[config.mk]
export PLATFORM = sky130hd
export DESIGN_NAME = fetch_decode_flat
export DESIGN_NICKNAME = d
export VERILOG_FILES = /design/src/rtl/fetch_decode_if.sv /design/src/rtl/fetch_decode.sv /design/src/flat_wrapper.sv
export SDC_FILE = /design/constraint.sdc
export NUM_CORES = 1
export LEC_CHECK = 0
export ABC_AREA = 1
export CORE_ASPECT_RATIO = 0.8
export CORE_MARGIN = 5
export CORE_UTILIZATION = 45
export CTS_BUF_LIST = sky130_fd_sc_hd__clkbuf_4 sky130_fd_sc_hd__clkbuf_8
export CTS_CLUSTER_DIAMETER = 120
export DETAILED_ROUTE_END_ITERATION = 6
export GPL_TIMING_DRIVEN = 0
export PLACE_DENSITY = 0.83
export SYNTH_ARGS = -nofsm -noshare
export SYNTH_HDL_FRONTEND = slang
export SYNTH_SLANG_ARGS = --single-unit
[constraint.sdc]
create_clock -name clock -period 1.7 [get_ports clock]
set_input_delay 0.255 -clock clock [delete_from_list [all_inputs] [get_ports clock]]
set_output_delay 0.255 -clock clock [all_outputs]
set_load 0.005 [all_outputs]
[src/rtl/fetch_decode_if.sv]
// Instruction-memory fetch bus: the fetch unit drives address/request,
// the memory answers with a data word qualified by imem_ready.
interface fetch_decode_if #(
  parameter int IMEM_AW = 10
);
  logic [IMEM_AW-1:0] imem_addr;
  logic               imem_req;
  logic [31:0]        imem_rdata;
  logic               imem_ready;

  modport master (
    output imem_addr,
    output imem_req,
    input  imem_rdata,
    input  imem_ready
  );

  modport slave (
    input  imem_addr,
    input  imem_req,
    output imem_rdata,
    output imem_ready
  );
endinterface

[src/rtl/fetch_decode.sv]
// Fetch/decode front end of the processor datapath.
// Fetches one instruction word per FETCH phase, registers its decode,
// and presents it for exactly one EXEC cycle with an exec_en strobe that
// the datapath uses as its clock enable. Also sequences start/halt,
// detects fetch timeouts and reports illegal opcodes.
module fetch_decode #(
  parameter int IMEM_AW       = 10,
  parameter int CNT_W         = 16,
  parameter int FETCH_TIMEOUT = 255
) (
  input  logic                 clock,
  input  logic                 reset_n,
  input  logic                 start,
  input  logic [31:0]          pc,
  fetch_decode_if.master       imem,
  output logic                 exec_en,
  output logic [4:0]           alucode,
  output logic [2:0]           op1,
  output logic [20:0]          op2,
  output logic                 imControl,
  output logic                 flag,
  output logic                 flag1,
  output logic                 regenable,
  output logic [1:0]           ramenable,
  output logic [2:0]           pcControl,
  output logic [1:0]           writecode,
  output logic                 halted,
  output logic                 fault,
  output logic                 illegal,
  output logic [CNT_W-1:0]     instr_count
);

  localparam int TO_W = (FETCH_TIMEOUT < 2) ? 1 : $clog2(FETCH_TIMEOUT);

  // Opcode landmarks of the instruction set
  localparam logic [4:0] OPC_LAST_ALU   = 5'd11;
  localparam logic [4:0] OPC_MOV        = 5'd12;
  localparam logic [4:0] OPC_STORE      = 5'd13;
  localparam logic [4:0] OPC_FIRST_BR   = 5'd14;
  localparam logic [4:0] OPC_LAST_BR    = 5'd20;
  localparam logic [4:0] OPC_NOP        = 5'd21;
  localparam logic [4:0] OPC_HALT       = 5'd31;

  typedef enum logic [2:0] {
    IDLE   = 3'd0,
    FETCH  = 3'd1,
    EXEC   = 3'd2,
    HALTED = 3'd3,
    FAULT  = 3'd4
  } state_t;

  state_t           state_q, state_d;
  logic [TO_W-1:0]  timeout_q, timeout_d;
  logic [CNT_W-1:0] count_q, count_d;

  // Operand fields of the instruction register (opcode bits live only in
  // their decoded form below)
  logic [26:0]      ir_q, ir_d;

  // Registered decode of the instruction held in the IR
  logic [4:0]       alucode_q, alucode_d;
  logic             regen_q, regen_d;
  logic [1:0]       ramen_q, ramen_d;
  logic [2:0]       pcCtl_q, pcCtl_d;
  logic [1:0]       writecode_q, writecode_d;
  logic             execOk_q, execOk_d;
  logic             illegal_q, illegal_d;
  logic             halt_q, halt_d;

  logic             fetchDone;
  logic [4:0]       opcode;
  logic             inExec;
  logic             unusedPcBits;

  assign fetchDone    = (state_q == FETCH) && imem.imem_ready;
  assign opcode       = imem.imem_rdata[31:27];
  assign unusedPcBits = ^pc[31:IMEM_AW];

  // State register and fetch timeout counter
  always_ff @(posedge clock or negedge reset_n) begin
    if (!reset_n) begin
      state_q   <= IDLE;
      timeout_q <= '0;
    end else begin
      state_q   <= state_d;
      timeout_q <= timeout_d;
    end
  end

  // Next-state logic: sequencing of fetch, execute, halt and fault
  always_comb begin
    state_d   = state_q;
    timeout_d = '0;
    unique case (state_q)
      IDLE: begin
        if (start) state_d = FETCH;
      end
      FETCH: begin
        if (imem.imem_ready) begin
          state_d = EXEC;
        end else if (timeout_q == TO_W'(FETCH_TIMEOUT - 1)) begin
          state_d = FAULT;
        end else begin
          timeout_d = timeout_q + TO_W'(1);
        end
      end
      EXEC: begin
        state_d = halt_q ? HALTED : FETCH;
      end
      HALTED: begin
        if (start) state_d = FETCH;
      end
      FAULT: begin
        state_d = FAULT;
      end
      default: begin
        state_d = IDLE;
      end
    endcase
  end

  // Instruction register, decode bundle and retired-instruction counter
  always_ff @(posedge clock or negedge reset_n) begin
    if (!reset_n) begin
      ir_q        <= '0;
      alucode_q   <= '0;
      regen_q     <= 1'b0;
      ramen_q     <= '0;
      pcCtl_q     <= '0;
      writecode_q <= '0;
      execOk_q    <= 1'b0;
      illegal_q   <= 1'b0;
      halt_q      <= 1'b0;
      count_q     <= '0;
    end else begin
      ir_q        <= ir_d;
      alucode_q   <= alucode_d;
      regen_q     <= regen_d;
      ramen_q     <= ramen_d;
      pcCtl_q     <= pcCtl_d;
      writecode_q <= writecode_d;
      execOk_q    <= execOk_d;
      illegal_q   <= illegal_d;
      halt_q      <= halt_d;
      count_q     <= count_d;
    end
  end

  // Decode of the incoming word, captured only on the fetch handshake
  always_comb begin
    ir_d        = ir_q;
    alucode_d   = alucode_q;
    regen_d     = regen_q;
    ramen_d     = ramen_q;
    pcCtl_d     = pcCtl_q;
    writecode_d = writecode_q;
    execOk_d    = execOk_q;
    illegal_d   = illegal_q;
    halt_d      = halt_q;
    count_d     = count_q;
    if (fetchDone) begin
      ir_d        = imem.imem_rdata[26:0];
      alucode_d   = (opcode <= OPC_LAST_ALU) ? opcode : 5'd0;
      regen_d     = (opcode <= OPC_MOV);
      ramen_d     = (opcode == OPC_STORE) ? 2'b01 : 2'b00;
      pcCtl_d     = ((opcode >= OPC_FIRST_BR) && (opcode <= OPC_LAST_BR))
                    ? 3'(opcode - OPC_STORE) : 3'd0;
      writecode_d = (opcode == OPC_MOV) ? 2'd1 : 2'd0;
      execOk_d    = (opcode <= OPC_NOP);
      illegal_d   = (opcode > OPC_NOP) && (opcode != OPC_HALT);
      halt_d      = (opcode == OPC_HALT);
      if ((opcode <= OPC_NOP) && (count_q != '1)) begin
        count_d = count_q + CNT_W'(1);
      end
    end
  end

  // Output logic: strobes and enables are only live during EXEC
  always_comb begin
    inExec         = (state_q == EXEC);
    imem.imem_req  = (state_q == FETCH);
    imem.imem_addr = (state_q == FETCH) ? pc[IMEM_AW-1:0] : '0;
    exec_en        = inExec && execOk_q;
    regenable      = inExec && execOk_q && regen_q;
    ramenable      = (inExec && execOk_q) ? ramen_q : 2'b00;
    illegal        = inExec && illegal_q;
    halted         = (state_q == HALTED);
    fault          = (state_q == FAULT);
  end

  assign alucode     = alucode_q;
  assign op1         = ir_q[26:24];
  assign op2         = ir_q[23:3];
  assign imControl   = ir_q[2];
  assign flag        = ir_q[1];
  assign flag1       = ir_q[0];
  assign pcControl   = pcCtl_q;
  assign writecode   = writecode_q;
  assign instr_count = count_q;

endmodule

[src/flat_wrapper.sv]
// flat-port wrapper written by rule: the top's interface ports become plain ports
module fetch_decode_flat 
#(
  parameter int IMEM_AW       = 10,
  parameter int CNT_W         = 16,
  parameter int FETCH_TIMEOUT = 255
)
  (clock, reset_n, start, pc, exec_en, alucode, op1, op2, imControl, flag, flag1, regenable, ramenable, pcControl, writecode, halted, fault, illegal, instr_count, imem_imem_addr, imem_imem_req, imem_imem_rdata, imem_imem_ready);
  fetch_decode_if #(.IMEM_AW(IMEM_AW)) imem_i ();
  input  logic clock;
  input  logic reset_n;
  input  logic start;
  input  logic [31:0] pc;
  output logic exec_en;
  output logic [4:0] alucode;
  output logic [2:0] op1;
  output logic [20:0] op2;
  output logic imControl;
  output logic flag;
  output logic flag1;
  output logic regenable;
  output logic [1:0] ramenable;
  output logic [2:0] pcControl;
  output logic [1:0] writecode;
  output logic halted;
  output logic fault;
  output logic illegal;
  output logic [CNT_W-1:0] instr_count;
  output wire logic [$bits(imem_i.imem_addr)-1:0] imem_imem_addr;
  output wire logic [$bits(imem_i.imem_req)-1:0] imem_imem_req;
  input wire logic [$bits(imem_i.imem_rdata)-1:0] imem_imem_rdata;
  input wire logic [$bits(imem_i.imem_ready)-1:0] imem_imem_ready;
  assign imem_imem_addr = imem_i.imem_addr;
  assign imem_imem_req = imem_i.imem_req;
  assign imem_i.imem_rdata = imem_imem_rdata;
  assign imem_i.imem_ready = imem_imem_ready;
  fetch_decode #(.IMEM_AW(IMEM_AW), .CNT_W(CNT_W), .FETCH_TIMEOUT(FETCH_TIMEOUT)) u_core (.clock(clock), .reset_n(reset_n), .start(start), .pc(pc), .imem(imem_i), .exec_en(exec_en), .alucode(alucode), .op1(op1), .op2(op2), .imControl(imControl), .flag(flag), .flag1(flag1), .regenable(regenable), .ramenable(ramenable), .pcControl(pcControl), .writecode(writecode), .halted(halted), .fault(fault), .illegal(illegal), .instr_count(instr_count));
endmodule
==> results.toml <==
[outcome]
status = "complete, but fails checks"
violations = "negative setup slack"

[die]
num_rows = 28
pin_count = 139
die-width_um = 107.8
start_util_pct = 46.33
coreArea_um2 = 7427
die-area_um2 = 9506
die_height_um = 88.21

[clocking]
path_clk_slew_ps = 80
htree_levels = 3
numClockSinks = 68
cts_hold_buffers = 0
clock_latency_ps = 340
cts_root_buf = "clkbuf_8"
cts_buffer_depth = 2
numCtsBuffers = 9
cts_tree = "built"

[power]
p_sw_share_pct = 33.90
intPower_w = 0.004924
p_leak_nw = 2.583
ir_drop_mv = 0.9359
combPwrFrac_pct = 46.9
p_per_area_nw_per_um2 = 1415
power_frac_seq_pct = 33.2
p_sw_w = 0.002525
clkPwrFrac_pct = 19.9

[finish]
drive_above_1_share_pct = 17.03
area_growth_pct = 53.02
fillCellCount = 589
diodes = 0
nets = 663

[routing]
drt_pass1_iterations = 4
route.vias.total = 3359
wl_per_cell_um = 13.71
drc = 0
wirelength_um = 9571
vias_per_cell = 4.812
ant_nets = 0
drt_iter0_drc = 110

[global_routing]
track_usage_pct = 19.94
grt_pass1_wl_um = 15210
gr-total-overflow = 0
grt_max_degree = 69
antenna_found_initial = 0
grt_pass1_vias = 3354

[yosys]
synth_top_area_share_pct = 49.45
synth_ff_type = "dfrtp_1"
synth_edf_count = 0
ys_seq_elements = 68
synth_most_common_cell = "nand2_1"
ys_seq_area_share_pct = 49.45
avgSynthCellArea_um2 = 7.750
ys_types = 29
synth_area_um2 = 3441
async_flop_share_pct = 100.0
yosys_warnings = 0
ys_top_cells_by_count = "187 x nand2_1, 68 x dfrtp_1, 51 x nor2_1, 36 x inv_1, 21 x nand3_1"
synth_area_leader_cell = "dfrtp_1"
ys_top_cells_by_area = "dfrtp_1 49%, nand2_1 20%, nor2_1 5.6%"
netlist_instances = 444

[worst_setup_path]
cp-end-kind = "primary output"
r2r_cells = 11
path_class = "flop to primary output"
r2r_end = "u_core.ir_q[1]$_DFFE_PN0P_"
crit_path_start_kind = "flop"
crit_required_ps = 1440
crit_fanout = 5
crit_arrival_ps = 1450
r2r-start = "u_core.state_q[2]$_DFFE_PN0P_"
worst-r2r-setup-slack_ps = 70

[flow_run]
max_cap_viol_count = 0

[timing]
maxSlewHeadroom_pct = 42.50
clock-skew-final_ps = 12.36
finalSetupViolations = 1
tightest_slew_ps = 862.5
min_period_over_period_pct = 100.3
whs_ps = 22.25
max_clock_freq_mhz = 586.8
rsz0062_at_grt = "yes"
slew_violations = 0
hold_viol_final = 0
final.setup.worst_slack_ps = -4.294
timing.final.crit_period_ps = 1704

[min_path]
hold_class = "input pin to async pin"

[placement]
gp_congestion = 0.8383
port_buffers = 113
dpl.hpwl_um = 6642
pre_cts_slack_ps = -336.9
-- power by group through the flow --
| stage | sequential, W | combinational [W] | clock, W |
|---|---|---|---|
| final | 0.00247 | 0.00349 | 0.00148 |
| after global routing | 0.00254 | 0.00382 | 0.00159 |
| after CTS | 0.00245 | 0.00299 | 0.00151 |
| after detailed placement | 0.00248 | 0.00278 | 0 |
| after global placement | 0.00245 | 0.00269 | 0 |
| after floorplan | 0.00248 | 0.00121 | 0 |
-- per-stage QoR --
step                      area (um^2)  instances  utilization (%)  TNS, ps  total power, W
after floorplan                  3445        445                -        0        0.003685
after global placement           4707        663            63.38  -135880        0.005143
after detailed placement         4705        663            63.34    -6137        0.005257
after CTS                        5002        688            67.35   -192.4        0.006951
after global routing             5265        698            70.89   -839.1        0.007944
final                            5265        698            70.89   -4.294        0.007449
-- worst max-delay path, stage by stage, from the launching register on --
cell	delay [ps]
dfrtp_2	410
buf_4	170
nand3_2	140
nor3_2	170
clkdlybuf4s15_2	230
-- layout make-up --
class	count	area (um^2)	share of cell area (%)
repair buffers	135	1319	25.05
clock buffers	10	137.6	2.614
flip-flops and latches	68	1705	32.39
multi-input cells	322	1592	30.23
well taps	105	131.4	2.495
inverters	39	148.9	2.828
clock inverters	6	87.58	1.663
plain buffers	13	143.9	2.733
-- layout by cell type (no fill, tap or decap), drive strengths merged, types with 3 or more instances in the layout --
| cell | n |
|---|---|
| dlymetal6s2s | 3 |
| xor2 | 6 |
| nand4 | 10 |
| o21ai | 13 |
| dfrtp | 68 |
| buf | 42 |
| nand2 | 188 |
| xnor2 | 6 |
| nor3 | 5 |
| nor2 | 54 |
| dlygate4sd2 | 3 |
| inv | 39 |
| clkinv | 4 |
| clkdlybuf4s50 | 92 |
| clkbuf | 17 |
| nand3 | 23 |
| ha | 7 |
-- flip-flops by register name, summed over array words and instances (netlist names) --
name	cells
u_core.timeout_q	8
u_core.ir_q	27
u_core.regen_q	1
u_core.writecode	1
u_core.instr_count	16
u_core.illegal_q	1
u_core.pcControl	3
u_core.state_q	3
u_core.execOk_q	1
u_core.halt_q	1
u_core.ramen_q	1
u_core.alucode	5
-- kinds of logic (layout without fill, tap and decap cells) --
logic type / after synthesis / in the layout / share of synthesized area (%)
flops: 68 / 68 / 49.45
other cells: 1 / 2 / 0.1090
compound gates: 18 / 18 / 2.982
simple gates: 283 / 283 / 34.00
buf+inv: 55 / 203 / 7.854
fa+ha+maj: 7 / 7 / 2.545
xor+xnor: 12 / 12 / 3.055
-- worst max-delay path by stage --
stage,start,to,slack (ps),depth (start not counted)
floorplan,u_core.instr_count[0]$_DFFE_PN0P_,u_core.instr_count[5]$_DFFE_PN0P_,140,9
global placement,reset_n,u_core.ir_q[24]$_DFFE_PN0P_,-1930,1
detailed placement,imem_imem_rdata[28],u_core.instr_count[9]$_DFFE_PN0P_,-340,10
CTS,u_core.state_q[2]$_DFFE_PN0P_,imem_imem_addr[7],-100,7
global route,u_core.state_q[1]$_DFFE_PN0P_,regenable,-90,4
finish,u_core.state_q[1]$_DFFE_PN0P_,regenable,-4,4
-- metal layers --
| layer | vias up | track usage, % | routed length, um |
|---|---|---|---|
| met5 | - | 0 | 0 |
| met4 | 0 | 5.275 | 94 |
| met3 | 6 | 5.470 | 583 |
| met2 | 112 | 36.00 | 4761 |
| met1 | 1587 | 23.73 | 4132 |
| li1 | 1654 | - | - |
-- repair_timing --
action | CTS | global route
cloned | 1 | 4
endpoints found under the setup margin | 27 | 55
pin swaps | 2 | 8
buffers inserted | 9 | 8
gates resized for setup | 63 | 47
(Power assumes the default switching activity.)
